$ cat config.mk
export PLATFORM = sky130hd
export DESIGN_NAME = calculator_arbiter
export DESIGN_NICKNAME = d
export VERILOG_FILES = /design/src/rtl/calculator_arbiter.sv
export SDC_FILE = /design/constraint.sdc
export NUM_CORES = 1
export LEC_CHECK = 0
export CAP_MARGIN = 40
export CORE_MARGIN = 4
export CORE_UTILIZATION = 42
export CTS_BUF_LIST = sky130_fd_sc_hd__clkbuf_4 sky130_fd_sc_hd__clkbuf_8 sky130_fd_sc_hd__clkbuf_16
export CTS_CLUSTER_DIAMETER = 40
export DETAILED_ROUTE_END_ITERATION = 10
export PLACE_DENSITY = 0.86
export SKIP_LAST_GASP = 1
export SLEW_MARGIN = 40
export SYNTH_ARGS = -nofsm -noshare
export SYNTH_HDL_FRONTEND = slang
export SYNTH_SLANG_ARGS = --single-unit
export TNS_END_PERCENT = 100
$ cat constraint.sdc
create_clock -name clk -period 3.8 [get_ports clk]
set_clock_uncertainty 0.1 [all_clocks]
set_input_delay 0.57 -clock clk [delete_from_list [all_inputs] [get_ports clk]]
set_output_delay 0.57 -clock clk [all_outputs]
set_load 0.01 [all_outputs]
$ cat src/rtl/calculator_arbiter.sv
// calculator_arbiter: round-robin sharing of one calculator among NUM_REQ
// requesters. req_* in, rsp_* out (valid/ready), calc_* drive the calculator.
module calculator_arbiter #(
  parameter int NUM_REQ      = 4,
  parameter int CALC_LATENCY = 2,
  localparam int IW          = $clog2(NUM_REQ)
) (
  input  logic                 clk,
  input  logic                 rst,
  input  logic [NUM_REQ-1:0]   req_valid,
  output logic [NUM_REQ-1:0]   req_ready,
  input  logic [8*NUM_REQ-1:0] req_a,
  input  logic [8*NUM_REQ-1:0] req_b,
  input  logic [2*NUM_REQ-1:0] req_fn,
  output logic [NUM_REQ-1:0]   rsp_valid,
  input  logic [NUM_REQ-1:0]   rsp_ready,
  output logic [15:0]          rsp_data,
  output logic [7:0]           calc_a,
  output logic [7:0]           calc_b,
  output logic [1:0]           calc_fn,
  input  logic [15:0]          calc_out,
  output logic                 busy,
  output logic [IW-1:0]        grant_id
);

  localparam logic [1:0] S_IDLE  = 2'd0;
  localparam logic [1:0] S_ISSUE = 2'd1;
  localparam logic [1:0] S_RESP  = 2'd2;

  logic [1:0]         state_q, state_d;
  logic [IW-1:0]      ptr_q, ptr_d;
  logic [IW-1:0]      gid_q, gid_d;
  logic [3:0]         cnt_q, cnt_d;
  logic [7:0]         a_q, a_d;
  logic [7:0]         b_q, b_d;
  logic [1:0]         fn_q, fn_d;
  logic [15:0]        rsp_q, rsp_d;

  logic [NUM_REQ-1:0] gnt;
  logic [IW-1:0]      win;
  logic [IW-1:0]      cand;
  logic               hit;
  logic [7:0]         sel_a, sel_b;
  logic [1:0]         sel_fn;

  // Scan upward from the pointer with wrap; first valid requester wins.
  always_comb begin
    gnt  = '0;
    win  = '0;
    cand = '0;
    hit  = 1'b0;
    for (int k = 0; k < NUM_REQ; k++) begin
      cand = IW'((int'(ptr_q) + k) % NUM_REQ);
      if (!hit && req_valid[cand]) begin
        hit = 1'b1;
        win = cand;
      end
    end
    if (hit) gnt[win] = 1'b1;
  end

  always_comb begin
    sel_a  = '0;
    sel_b  = '0;
    sel_fn = '0;
    for (int i = 0; i < NUM_REQ; i++) begin
      if (gnt[i]) begin
        sel_a  = req_a[8*i +: 8];
        sel_b  = req_b[8*i +: 8];
        sel_fn = req_fn[2*i +: 2];
      end
    end
  end

  // Gated by rst so grants never appear while reset is held.
  assign req_ready = (state_q == S_IDLE && !rst) ? gnt : '0;

  always_comb begin
    state_d = state_q;
    ptr_d   = ptr_q;
    gid_d   = gid_q;
    cnt_d   = cnt_q;
    a_d     = a_q;
    b_d     = b_q;
    fn_d    = fn_q;
    rsp_d   = rsp_q;
    case (state_q)
      S_IDLE: begin
        if (hit) begin
          a_d     = sel_a;
          b_d     = sel_b;
          fn_d    = sel_fn;
          gid_d   = win;
          cnt_d   = 4'(CALC_LATENCY);
          ptr_d   = (win == IW'(NUM_REQ-1)) ? '0 : win + 1'b1;
          state_d = S_ISSUE;
        end
      end
      S_ISSUE: begin
        if (cnt_q == 4'd0) begin
          rsp_d   = calc_out;
          state_d = S_RESP;
        end else begin
          cnt_d = cnt_q - 4'd1;
        end
      end
      S_RESP: begin
        if (rsp_ready[gid_q]) state_d = S_IDLE;
      end
      default: state_d = S_IDLE;
    endcase
  end

  always_ff @(posedge clk or posedge rst) begin
    if (rst) begin
      state_q <= S_IDLE;
      ptr_q   <= '0;
      gid_q   <= '0;
      cnt_q   <= '0;
      a_q     <= '0;
      b_q     <= '0;
      fn_q    <= '0;
      rsp_q   <= '0;
    end else begin
      state_q <= state_d;
      ptr_q   <= ptr_d;
      gid_q   <= gid_d;
      cnt_q   <= cnt_d;
      a_q     <= a_d;
      b_q     <= b_d;
      fn_q    <= fn_d;
      rsp_q   <= rsp_d;
    end
  end

  always_comb begin
    rsp_valid        = '0;
    rsp_valid[gid_q] = (state_q == S_RESP);
  end

  assign rsp_data = rsp_q;
  assign calc_a   = a_q;
  assign calc_b   = b_q;
  assign calc_fn  = fn_q;
  assign busy     = (state_q != S_IDLE);
  assign grant_id = gid_q;

endmodule

==> flow_summary.toml <==
[cts]
cts_tree = "yes"
postCtsSetupBuffers = 0
cts-resized-gates = 0
cts_max_level = 2
postCtsHoldBufs = 0
clk_latency_ns = 0.29
clk_pin_slew_ns = 0.08
cts_buffer_depth = 2
root_buffer = "clkbuf_8"
cts_buffers = 5
clkSinkCount = 44

[final_layout]
drive_above_1_share_pct = 9.951
layout.nets = 515
diodes = 0
synthToLayoutAreaGrowth_pct = 61.21
fillers = 468

[critical_path]
cp-start-kind = "input port"
r2r_cells = 8
crit_fanout = 5
crit_end = "req_ready[1]"
worstSetupStartpoint = "req_valid[0]"
required_ns = 3.13
worstReg2RegStart = "ptr_q[1]"
cp.arrival_ns = 2.85
rrSetupSlack_ns = 1.28
worstSetupEndpointType = "primary output"
rr_endpoint = "calc_b[7]"
crit_type = "input port to primary output"

[pwr]
p_leak_nw = 1.717
pwr-share-seq_pct = 28.5
p_comb_share_pct = 58.2
swShare_pct = 37.35
total_power_w = 0.003075
vdd_drop_max_mv = 0.4157
intPower_w = 0.001927
powerDensity_nw_per_um2 = 729.1
clockPowerShare_pct = 13.3
p_switching_w = 0.001149

[synthesis]
synth_top_cell_area_share_pct = 42.09
syn_avg_cell_area_um2 = 9.514
yosys-top-cells-area = "dfrtp_1 42%, a21oi_1 7.7%, mux2_2 7.3%, a221o_1 6.9%, nand3b_1 5.2%"
postSynthCellCount = 275
syn_area_um2 = 2616
synth_cell_types = 37
synthArstFlopShare_pct = 100.0
synth_edf_count = 0
synth_commonest_cells = "44 x dfrtp_1, 40 x a21oi_1, 26 x inv_1"
synth_ff_type = "dfrtp_1"
synth_top_cell_by_area = "dfrtp_1"
yosysWarnings = 0
yosysSeqAreaShare_pct = 42.09
synth_seq_cells = 44
syn_nets = 378
yosysMostFrequentCell = "dfrtp_1"

[sta]
slew_headroom_pct = 55.90
rsz0062_at_grt = "no"
setup_violations = 0
slew_violations = 0
hold_viol = 0
fin_crit_sh_pct = 92.50
max_freq_mhz = 284.5
fin_tns_setup_ns = 0
worst_pin_slew_ns = 0.6615
fin_crit_ns = 3.515
setup_ws_ns = 0.2850

[min_path]
holdCritPathClass = "input port to async pin"

[die]
start_util_pct = 43.67
io_pins = 143
die_width_um = 86.93
die-area_um2 = 7556
die_h_um = 86.93
rows = 28
core_area_um2 = 5991

[global_route]
antenna_found_initial = 0
groute.usage.overall_pct = 20.79
grt_remaining_overflow = 0
grt_max_degree = 39
grt_pass1_vias = 2642
grt_pass1_wl_um = 12590

[drt]
drtIter0Drc = 154
wl_per_cell_um = 16.35
vias = 2685
first_pass_iters = 4
final_antenna_net_count = 0
wl_um = 7962
viasPerCell = 5.513
drc = 0

[place]
port_buffers = 142
place_congestion = 0.8911
hpwl_um = 6190
preCtsSetupSlack_ns = 0.2645

[outcome]
status = "finished, final reports clean"

[run]
maxCapViolCount = 0
-- registers in the layout (all words and copies together) (netlist names) --
register and count:
rsp_data 16, calc_a 8, calc_b 8, cnt_q 4
calc_fn 2, grant_id 2, ptr_q 2, state_q 2
-- cells by family after synthesis --
family                   Yosys count  synth area share, %
AO/OA/AOI/OAI                     90                22.53
buffers and inverters             47                8.034
multiplexers                      20                8.943
adder cells (fa/ha/maj)            5                2.391
flip-flops                        44                42.09
AND/OR/NAND/NOR                   69                16.02
-- power by group through the flow --
stage / Sequential (W) / Clock (W) / Combinational (W)
6_report: 0.000876 / 0.000410 / 0.00179
5_1_grt: 0.000913 / 0.000433 / 0.00196
4_1_cts: 0.000879 / 0.000416 / 0.00180
3_5_place_dp: 0.000883 / 0 / 0.00180
3_3_place_gp: 0.000873 / 0 / 0.00174
2_1_floorplan: 0.000956 / 0 / 0.000938
-- through the flow --
| step | util (%) | instances | hold slack (ns) | cell area [um^2] |
|---|---|---|---|---|
| floorplan | - | 275 | 0.4193 | 2616 |
| global placement | 68.21 | 480 | 0.3853 | 4086 |
| detailed placement | 68.25 | 480 | 0.3919 | 4089 |
| CTS | 70.41 | 487 | 0.4108 | 4218 |
| global route | 70.41 | 487 | 0.4199 | 4218 |
| finish | 70.41 | 487 | 0.4075 | 4218 |
-- cell usage in the layout, fill, tap and decap left out, types with 4 or more instances in the layout --
master | synthesis | final
a21oi_1 | 40 | 40
clkbuf_8 | 0 | 5
mux2_2 | 17 | 17
buf_4 | 0 | 9
inv_1 | 26 | 25
dfrtp_1 | 44 | 44
nor2_1 | 6 | 5
nand3b_1 | 18 | 18
ha_1 | 5 | 5
and3_1 | 4 | 4
a221o_1 | 18 | 18
clkdlybuf4s50_1 | 0 | 142
a31oi_1 | 18 | 18
nand2b_1 | 4 | 4
o21ai_0 | 6 | 6
nand2_1 | 22 | 22
-- area by class of cell --
type                    instances  area, um^2  share of cell area [%]
repair buffers                151        1489                   35.30
multi-input cells             184        1308                   31.00
flip-flops and latches         44        1101                   26.11
inverters                      26       97.59                   2.314
well taps                      75       93.84                   2.225
clock buffers                   5       68.82                   1.632
clock inverters                 2       60.06                   1.424
-- critical path, stage by stage --
cell and delay (ns):
clkdlybuf4s50_1 0.59, nand2_1 0.11, a221oi_1 0.44, or2_2 0.22
ha_1 0.17, and3_1 0.17, clkdlybuf4s50_1 0.57
-- layer usage --
layer	wire, um	vias up	global-route usage, %
li1	-	1288	-
met1	3181	1258	25.43
met2	3957	130	36.78
met3	724	9	5.014
met4	98	0	4.816
met5	0	-	0
-- worst min path at each step --
stage,start,to,slack [ns],cells after the start
after floorplan,cnt_q[1],cnt_q[1],0.42,2
after global placement,rsp_data[14],rsp_data[14],0.39,1
after detailed placement,rsp_data[13],rsp_data[13],0.39,1
after CTS,rst,calc_a[3],0.41,2
after global routing,rst,calc_a[3],0.42,2
final,rst,calc_a[3],0.41,2
Power figures use the tool's default switching activity.
